--- config.mk ---
export PLATFORM = sky130hd
export DESIGN_NAME = data_mem_access
export DESIGN_NICKNAME = d
export VERILOG_FILES = /design/src/rtl/data_mem_access.sv
export SDC_FILE = /design/constraint.sdc
export NUM_CORES = 1
export LEC_CHECK = 0
export CORE_AREA = 2 2 118 120
export CTS_CLUSTER_DIAMETER = 80
export CTS_CLUSTER_SIZE = 8
export DETAILED_ROUTE_END_ITERATION = 12
export DIE_AREA = 0 0 120 122
export GPL_ROUTABILITY_DRIVEN = 0
export PLACE_DENSITY_LB_ADDON = 0.3
export SLEW_MARGIN = 20
export SYNTH_ARGS = -nofsm -noshare
export SYNTH_HDL_FRONTEND = slang
export SYNTH_SLANG_ARGS = --single-unit
--- constraint.sdc ---
create_clock -name clk_in -period 2.7 [get_ports clk_in]
set_clock_uncertainty 0.05 [all_clocks]
set_input_delay 0.54 -clock clk_in [delete_from_list [all_inputs] [get_ports clk_in]]
set_output_delay 0.54 -clock clk_in [all_outputs]
set_load 0.02 [all_outputs]
--- src/rtl/data_mem_access.sv ---
// -----------------------------------------------------------------------------
// data_mem_access
//
// Executes one load or store on a variable-latency, word-wide data memory on
// behalf of the processor datapath. The decoder supplies read/write enables,
// access size and the zero/sign-extension flag; the ALU supplies the byte
// address. The block checks legality, builds byte enables and lane-replicated
// store data, runs a req/ack handshake with a timeout, extends the load data
// to 32 bits and holds the pipeline (stall_out) until the access completes.
//
// Ports:
//   clk_in, rst_n_in     clock (rising edge), asynchronous active-low reset
//   re_in, we_in         load / store request (exactly one must be set)
//   size_in              00 byte, 01 halfword, 11 word, 10 illegal
//   zext_in              loads: 1 zero-extend, 0 sign-extend
//   addr_in              byte address
//   wdata_in             store data, right-justified
//   stall_out            1 = hold PC / pipeline
//   rdata_out            extended load result (valid with done_out)
//   done_out, err_out    one-cycle completion / failure pulses
//   err_code_out         01 misaligned/illegal size, 10 timeout, 11 re&we
//   mem_*                word-addressed memory bus (req/ack handshake)
//   state_dbg_out        current FSM state (00 IDLE, 01 REQ, 10 DONE)
//
// Handshake: mem_req_out is high for every REQ cycle and all other mem_*
// outputs are held from registers while it is high. The memory completes the
// request in any cycle where it drives mem_ack_in=1 while mem_req_out=1; the
// read word on mem_rdata_in is sampled in that same cycle. Outside REQ all
// mem_* outputs are driven to 0.
// -----------------------------------------------------------------------------
module data_mem_access #(
  parameter int ADDR_W  = 32,
  parameter int TIMEOUT = 16
) (
  input  logic              clk_in,
  input  logic              rst_n_in,
  input  logic              re_in,
  input  logic              we_in,
  input  logic [1:0]        size_in,
  input  logic              zext_in,
  input  logic [ADDR_W-1:0] addr_in,
  input  logic [31:0]       wdata_in,
  output logic              stall_out,
  output logic [31:0]       rdata_out,
  output logic              done_out,
  output logic              err_out,
  output logic [1:0]        err_code_out,
  output logic              mem_req_out,
  output logic              mem_we_out,
  output logic [ADDR_W-3:0] mem_addr_out,
  output logic [3:0]        mem_be_out,
  output logic [31:0]       mem_wdata_out,
  input  logic [31:0]       mem_rdata_in,
  input  logic              mem_ack_in,
  output logic [1:0]        state_dbg_out
);

  typedef enum logic [1:0] {
    S_IDLE = 2'b00,
    S_REQ  = 2'b01,
    S_DONE = 2'b10
  } state_t;

  localparam int CNT_W = $clog2(TIMEOUT + 1);
  localparam logic [CNT_W-1:0] CNT_LAST = CNT_W'(TIMEOUT - 1);

  localparam logic [1:0] SZ_BYTE = 2'b00;
  localparam logic [1:0] SZ_HALF = 2'b01;
  localparam logic [1:0] SZ_ILL  = 2'b10;
  localparam logic [1:0] SZ_WORD = 2'b11;

  localparam logic [1:0] EC_NONE     = 2'b00;
  localparam logic [1:0] EC_ALIGN    = 2'b01;
  localparam logic [1:0] EC_TIMEOUT  = 2'b10;
  localparam logic [1:0] EC_CONFLICT = 2'b11;

  // Registered state
  state_t             state_q,   state_d;
  logic [CNT_W-1:0]   cnt_q,     cnt_d;
  logic [ADDR_W-3:0]  addr_q,    addr_d;
  logic [1:0]         lane_q,    lane_d;
  logic [3:0]         be_q,      be_d;
  logic [31:0]        wdata_q,   wdata_d;
  logic [1:0]         size_q,    size_d;
  logic               zext_q,    zext_d;
  logic               we_q,      we_d;
  logic               timeout_q, timeout_d;
  logic [31:0]        rdata_q,   rdata_d;

  // Request decode (combinational, only meaningful in IDLE)
  logic        access;
  logic        conflict;
  logic        misalign;
  logic        legal;
  logic [3:0]  be_calc;
  logic [31:0] wdata_calc;
  logic [31:0] load_ext;

  // Gating with rst_n_in keeps every output at 0 while reset is held,
  // even if the decoder happens to present a request.
  assign access   = rst_n_in & (re_in | we_in);
  assign conflict = re_in & we_in;

  always_comb begin
    misalign = 1'b0;
    case (size_in)
      SZ_HALF: misalign = addr_in[0];
      SZ_WORD: misalign = (addr_in[1:0] != 2'b00);
      SZ_ILL:  misalign = 1'b1;
      default: misalign = 1'b0;
    endcase
  end

  assign legal = access & ~conflict & ~misalign;

  always_comb begin
    be_calc    = 4'b1111;
    wdata_calc = wdata_in;
    case (size_in)
      SZ_BYTE: begin
        be_calc    = 4'b0001 << addr_in[1:0];
        wdata_calc = {4{wdata_in[7:0]}};
      end
      SZ_HALF: begin
        be_calc    = addr_in[1] ? 4'b1100 : 4'b0011;
        wdata_calc = {2{wdata_in[15:0]}};
      end
      default: begin
        be_calc    = 4'b1111;
        wdata_calc = wdata_in;
      end
    endcase
  end

  // Lane extraction and extension of the returned word, using the captured
  // size/lane so the result does not depend on inputs changing during REQ.
  logic [7:0]  ld_byte;
  logic [15:0] ld_half;

  always_comb begin
    ld_byte  = mem_rdata_in[{lane_q, 3'b000} +: 8];
    ld_half  = lane_q[1] ? mem_rdata_in[31:16] : mem_rdata_in[15:0];
    load_ext = mem_rdata_in;
    case (size_q)
      SZ_BYTE: load_ext = zext_q ? {24'h0, ld_byte} : {{24{ld_byte[7]}}, ld_byte};
      SZ_HALF: load_ext = zext_q ? {16'h0, ld_half} : {{16{ld_half[15]}}, ld_half};
      default: load_ext = mem_rdata_in;
    endcase
  end

  // Next-state and pulse outputs
  always_comb begin
    state_d      = state_q;
    cnt_d        = cnt_q;
    addr_d       = addr_q;
    lane_d       = lane_q;
    be_d         = be_q;
    wdata_d      = wdata_q;
    size_d       = size_q;
    zext_d       = zext_q;
    we_d         = we_q;
    timeout_d    = timeout_q;
    rdata_d      = rdata_q;
    stall_out    = 1'b0;
    done_out     = 1'b0;
    err_out      = 1'b0;
    err_code_out = EC_NONE;

    case (state_q)
      S_IDLE: begin
        cnt_d     = '0;
        timeout_d = 1'b0;
        if (legal) begin
          stall_out = 1'b1;
          addr_d    = addr_in[ADDR_W-1:2];
          lane_d    = addr_in[1:0];
          be_d      = be_calc;
          wdata_d   = we_in ? wdata_calc : 32'h0;
          size_d    = size_in;
          zext_d    = zext_in;
          we_d      = we_in;
          state_d   = S_REQ;
        end else if (access) begin
          // Rejected in the same cycle; conflict wins over alignment.
          err_out      = 1'b1;
          err_code_out = conflict ? EC_CONFLICT : EC_ALIGN;
        end
      end

      S_REQ: begin
        stall_out = 1'b1;
        if (mem_ack_in) begin
          if (!we_q) rdata_d = load_ext;
          state_d = S_DONE;
        end else if (cnt_q == CNT_LAST) begin
          rdata_d   = 32'h0;
          timeout_d = 1'b1;
          state_d   = S_DONE;
        end else begin
          cnt_d = cnt_q + CNT_W'(1);
        end
      end

      S_DONE: begin
        if (timeout_q) begin
          err_out      = 1'b1;
          err_code_out = EC_TIMEOUT;
        end else begin
          done_out = 1'b1;
        end
        cnt_d   = '0;
        state_d = S_IDLE;
      end

      default: begin
        state_d = S_IDLE;
      end
    endcase
  end

  always_ff @(posedge clk_in or negedge rst_n_in) begin
    if (!rst_n_in) begin
      state_q   <= S_IDLE;
      cnt_q     <= '0;
      addr_q    <= '0;
      lane_q    <= 2'b00;
      be_q      <= 4'b0000;
      wdata_q   <= 32'h0;
      size_q    <= 2'b00;
      zext_q    <= 1'b0;
      we_q      <= 1'b0;
      timeout_q <= 1'b0;
      rdata_q   <= 32'h0;
    end else begin
      state_q   <= state_d;
      cnt_q     <= cnt_d;
      addr_q    <= addr_d;
      lane_q    <= lane_d;
      be_q      <= be_d;
      wdata_q   <= wdata_d;
      size_q    <= size_d;
      zext_q    <= zext_d;
      we_q      <= we_d;
      timeout_q <= timeout_d;
      rdata_q   <= rdata_d;
    end
  end

  // Bus outputs come straight from registers and are quiet outside REQ.
  assign mem_req_out   = (state_q == S_REQ);
  assign mem_we_out    = mem_req_out & we_q;
  assign mem_addr_out  = mem_req_out ? addr_q  : '0;
  assign mem_be_out    = mem_req_out ? be_q    : 4'b0000;
  assign mem_wdata_out = mem_req_out ? wdata_q : 32'h0;
  assign rdata_out     = rdata_q;
  assign state_dbg_out = state_q;

endmodule

==> impl_metrics.xml <==
<?xml version="1.0" encoding="UTF-8"?>
<metrics>
  <group name="clocking">
    <metric name="cts_num_sinks" unit="">112</metric>
    <metric name="ctsRootBufferMaster" unit="">clkbuf_16</metric>
    <metric name="clk_pin_slew_worst_setup_hold_paths" unit="ns">0.08</metric>
    <metric name="cts-root-to-sink-buffers" unit="">2</metric>
    <metric name="cts_inserted_buffers" unit="">9</metric>
    <metric name="tritoncts" unit="">built</metric>
    <metric name="insertion_delay" unit="ns">0.36</metric>
    <metric name="cts_htree_levels" unit="">3</metric>
  </group>
  <group name="timing">
    <metric name="rsz0062_at_grt" unit="">false</metric>
    <metric name="finalCriticalPeriod" unit="ns">2.63</metric>
    <metric name="setup_viol" unit="">0</metric>
    <metric name="timing.slew.headroom" unit="%">46.0</metric>
    <metric name="max_freq" unit="MHz">380</metric>
    <metric name="post-route-worst-setup-slack" unit="ns">0.0670</metric>
    <metric name="worst_pin_slew" unit="ns">0.806</metric>
    <metric name="finalCritPeriodShare" unit="%">97.5</metric>
    <metric name="holdWs" unit="ns">0.430</metric>
    <metric name="tns" unit="ns">0</metric>
    <metric name="slew_violations" unit="">0</metric>
    <metric name="final-hold-violation-count" unit="">0</metric>
  </group>
  <group name="cells_and_area">
    <metric name="insertedDiodeCount" unit="">0</metric>
    <metric name="area.growth.synth_to_final" unit="%">46.3</metric>
    <metric name="seq_area" unit="mm^2">0.00280</metric>
    <metric name="layout_cells_excl_fill" unit="">946</metric>
    <metric name="final_cell_area" unit="mm^2">0.00864</metric>
    <metric name="multi_input_area" unit="mm^2">0.00285</metric>
    <metric name="finalNetCount" unit="">867</metric>
    <metric name="layout.cells.most_common_list" unit="">clkdlybuf4s50_1 (181), dfrtp_1 (111), mux2_2 (61)</metric>
    <metric name="final_common_cell" unit="">clkdlybuf4s50_1</metric>
    <metric name="fillCellCount" unit="">1085</metric>
    <metric name="post_route_cells_drive_above_1_share" unit="%">16.3</metric>
    <metric name="post-route-util" unit="%">64.0</metric>
  </group>
  <group name="synth">
    <metric name="yosys.area.top_type_share" unit="%">47.5</metric>
    <metric name="synthesis.yosys.warnings" unit="">0</metric>
    <metric name="number_of_enable_type_register_cells_in_the_synthesized_netlist" unit="">0</metric>
    <metric name="netlist-cell-type-count" unit="">42</metric>
    <metric name="synth.ff_latch_count" unit="">112</metric>
    <metric name="seq_total_area_yosys" unit="%">47.5</metric>
    <metric name="synth.net_count" unit="">663</metric>
    <metric name="mappedNetlistArea" unit="mm^2">0.00590</metric>
    <metric name="syn_inst" unit="">557</metric>
    <metric name="yosys_most_used_dff" unit="">dfrtp_1</metric>
    <metric name="synth_top_area_cell" unit="">dfrtp_1</metric>
    <metric name="syn-mean-instance-area" unit="um^2">10.6</metric>
    <metric name="async_flop_share" unit="%">100</metric>
    <metric name="synthTopCellsByArea" unit="">dfrtp_1 (47%), mux2_2 (12%), mux2i_1 (7.5%), and2_1 (5.2%), o21ai_0 (3.0%)</metric>
  </group>
  <group name="worst_setup_path">
    <metric name="cp-startpoint" unit="">state_dbg_out[0]$_DFFE_PN0P_</metric>
    <metric name="critical-path-top-delay-family" unit="">buffers and inverters</metric>
    <metric name="kind_of_critical_path" unit="">reg -&gt; out</metric>
    <metric name="worstSetupEndpointType" unit="">output port</metric>
    <metric name="slowest_library_cell_on_the_worst_path" unit="">clkdlybuf4s50_1</metric>
    <metric name="cell_by_cell_listing_of_the_critical_path" unit="">nor2b_4 -&gt; buf_12 -&gt; and2_1 -&gt; clkdlybuf4s50_1</metric>
    <metric name="worstReg2RegStart" unit="">cnt_q[0]$_DFFE_PN0P_</metric>
    <metric name="critical_path_arrival" unit="ns">2.04</metric>
    <metric name="worst-path-max-fanout" unit="">50</metric>
    <metric name="critical_path_required" unit="ns">2.11</metric>
    <metric name="max_stage_delay" unit="ns">0.60</metric>
    <metric name="cp.buffers_inverters" unit="">2</metric>
    <metric name="crit_path_start_kind" unit="">register</metric>
  </group>
  <group name="grt">
    <metric name="grt_overflow_total" unit="">0</metric>
    <metric name="groute.usage.overall" unit="%">22.5</metric>
    <metric name="antenna_found_initial" unit="">0</metric>
    <metric name="grt_max_degree" unit="">63</metric>
    <metric name="vias_in_the_first_global_route" unit="">4976</metric>
    <metric name="wire_length_of_the_first_global_routing_pass" unit="um">25800</metric>
  </group>
  <group name="power">
    <metric name="power.density_cell_area" unit="mW/mm^2">764</metric>
    <metric name="fin_total_pwr" unit="mW">6.60</metric>
    <metric name="power_leakage" unit="nW">3.96</metric>
    <metric name="max-vdd-ir-drop" unit="uV">387</metric>
  </group>
  <group name="floorplanning">
    <metric name="initial_utilization" unit="%">43.7</metric>
    <metric name="overall_die_area" unit="mm^2">0.0146</metric>
    <metric name="num_rows" unit="">43</metric>
    <metric name="die_h" unit="um">122</metric>
    <metric name="io_pins" unit="">211</metric>
    <metric name="fp.coreArea" unit="mm^2">0.0135</metric>
    <metric name="die_width" unit="um">120</metric>
  </group>
  <group name="hold_path">
    <metric name="timing.hold.worst.start" unit="">rdata_out[7]$_DFFE_PN0P_</metric>
    <metric name="worst_hold_path_type" unit="">reg -&gt; reg</metric>
  </group>
  <group name="drt">
    <metric name="vias" unit="">4997</metric>
    <metric name="dr.pass1.iters" unit="">4</metric>
    <metric name="antenna_left" unit="">0</metric>
    <metric name="detailedRoute.firstIterationViolations" unit="">280</metric>
    <metric name="drc_errors" unit="">0</metric>
    <metric name="postRouteWirelength" unit="um">16400</metric>
    <metric name="wl_per_cell" unit="um">17.4</metric>
    <metric name="viasPerCell" unit="">5.28</metric>
  </group>
  <group name="status">
    <metric name="status" unit="">finished clean</metric>
  </group>
  <group name="placement">
    <metric name="buffer_ports.inserted" unit="">210</metric>
    <metric name="placed_cells" unit="">928</metric>
    <metric name="dpl-instance-area" unit="mm^2">0.00830</metric>
    <metric name="placement.setup.worst_slack" unit="ns">-0.459</metric>
    <metric name="detailedPlacementHpwl" unit="um">12000</metric>
  </group>
  <group name="flow_run">
    <metric name="max_cap_violation_count" unit="">0</metric>
  </group>
</metrics>
## routing by layer
metal | global-route usage [%] | part of all wire [%] | vias up
li1 | - | - | 2354
met4 | 8.09 | 1.7 | 0
met5 | 0 | 0 | -
met3 | 6.55 | 7.9 | 16
met1 | 29.3 | 43 | 2456
met2 | 36.0 | 47 | 171
## sequential cells by signal, indices dropped and copies added, names as in the netlist
| register | cells |
|---|---|
| timeout_q | 1 |
| rdata_out | 32 |
| lane_q | 2 |
| size_q | 2 |
| be_q | 4 |
| wdata_q | 32 |
| we_q | 1 |
| zext_q | 1 |
| cnt_q | 5 |
| state_dbg_out | 2 |
| addr_q | 30 |
## worst reg2reg max path, delay by kind of cell, from the launching register on
| family | cells | cell delay, ns |
|---|---|---|
| flip-flops | 1 | 0.41 |
| AO/OA/AOI/OAI | 2 | 0.93 |
| adder cells (fa/ha/maj) | 2 | 0.45 |
| AND/OR/NAND/NOR | 2 | 0.36 |
## power by group
part / leakage (nW) / switching (mW) / total [mW] / internal, mW
Combinational: 2.42 / 1.26 / 2.67 / 1.41
Sequential: 1.40 / 0.347 / 2.62 / 2.27
Clock: 0.140 / 0.647 / 1.31 / 0.664
## kinds of logic (layout without fill, tap and decap cells)
group / Yosys count / in the layout / share of synthesized area, %
AOI/OAI and AO/OA: 100 / 100 / 12.3
xor gates and xnor gates: 4 / 4 / 0.594
adders and majority gates: 3 / 3 / 0.594
buffers and inverters: 67 / 276 / 4.73
DFF: 112 / 112 / 47.5
muxes: 105 / 105 / 19.1
and+or+nand+nor: 166 / 166 / 15.2
## layout make-up
type | count | area share (%)
clock buffers | 10 | 2.77
clock inverters | 6 | 0.594
inverters | 23 | 1.00
multi-input cells | 378 | 33.0
flip-flops and latches | 112 | 32.5
well taps | 180 | 2.61
repair buffers | 237 | 27.5
## what timing repair did
action,CTS,global route
hold buffers,1,0
endpoints found under the hold margin,5,0
cloned,0,0
setup endpoints to repair,71,19
gates resized for setup,21,19
setup buffers,1,0
## Yosys cell counts, types with 2 or more instances
cell type  instances
dfrtp_1          112
mux2_2            61
and2_1            49
mux2i_1           44
nand2_1           35
o21ai_0           35
clkbuf_1          24
inv_1             23
nor2b_1           22
nor3_1            20
nand2b_1          18
a21oi_1           14
buf_2             13
nor2_1            13
a221o_2           10
a32o_1             9
a21boi_0           8
o211ai_1           8
a221o_1            6
buf_1              5
and3_1             3
xor2_1             3
a211oi_1           2
ha_1               2
## worst paths after layout
| kind | endpoint | slack (ns) | depth (start not counted) |
|---|---|---|---|
| max in group asynchronous | addr_q[7]$_DFFE_PN0P_ | 0.52 | 4 |
| worst max-delay path | mem_addr_out[13] | 0.07 | 4 |
| min in group asynchronous | wdata_q[2]$_DFFE_PN0P_ | 0.51 | 2 |
| worst max register to register | rdata_out[21]$_DFFE_PN0P_ | 0.44 | 6 |
| worst min-delay path | rdata_out[7]$_DFFE_PN0P_ | 0.43 | 2 |
| worst min register to register | rdata_out[7]$_DFFE_PN0P_ | 0.43 | 2 |
Note: power is estimated with default switching activity, not from simulation.
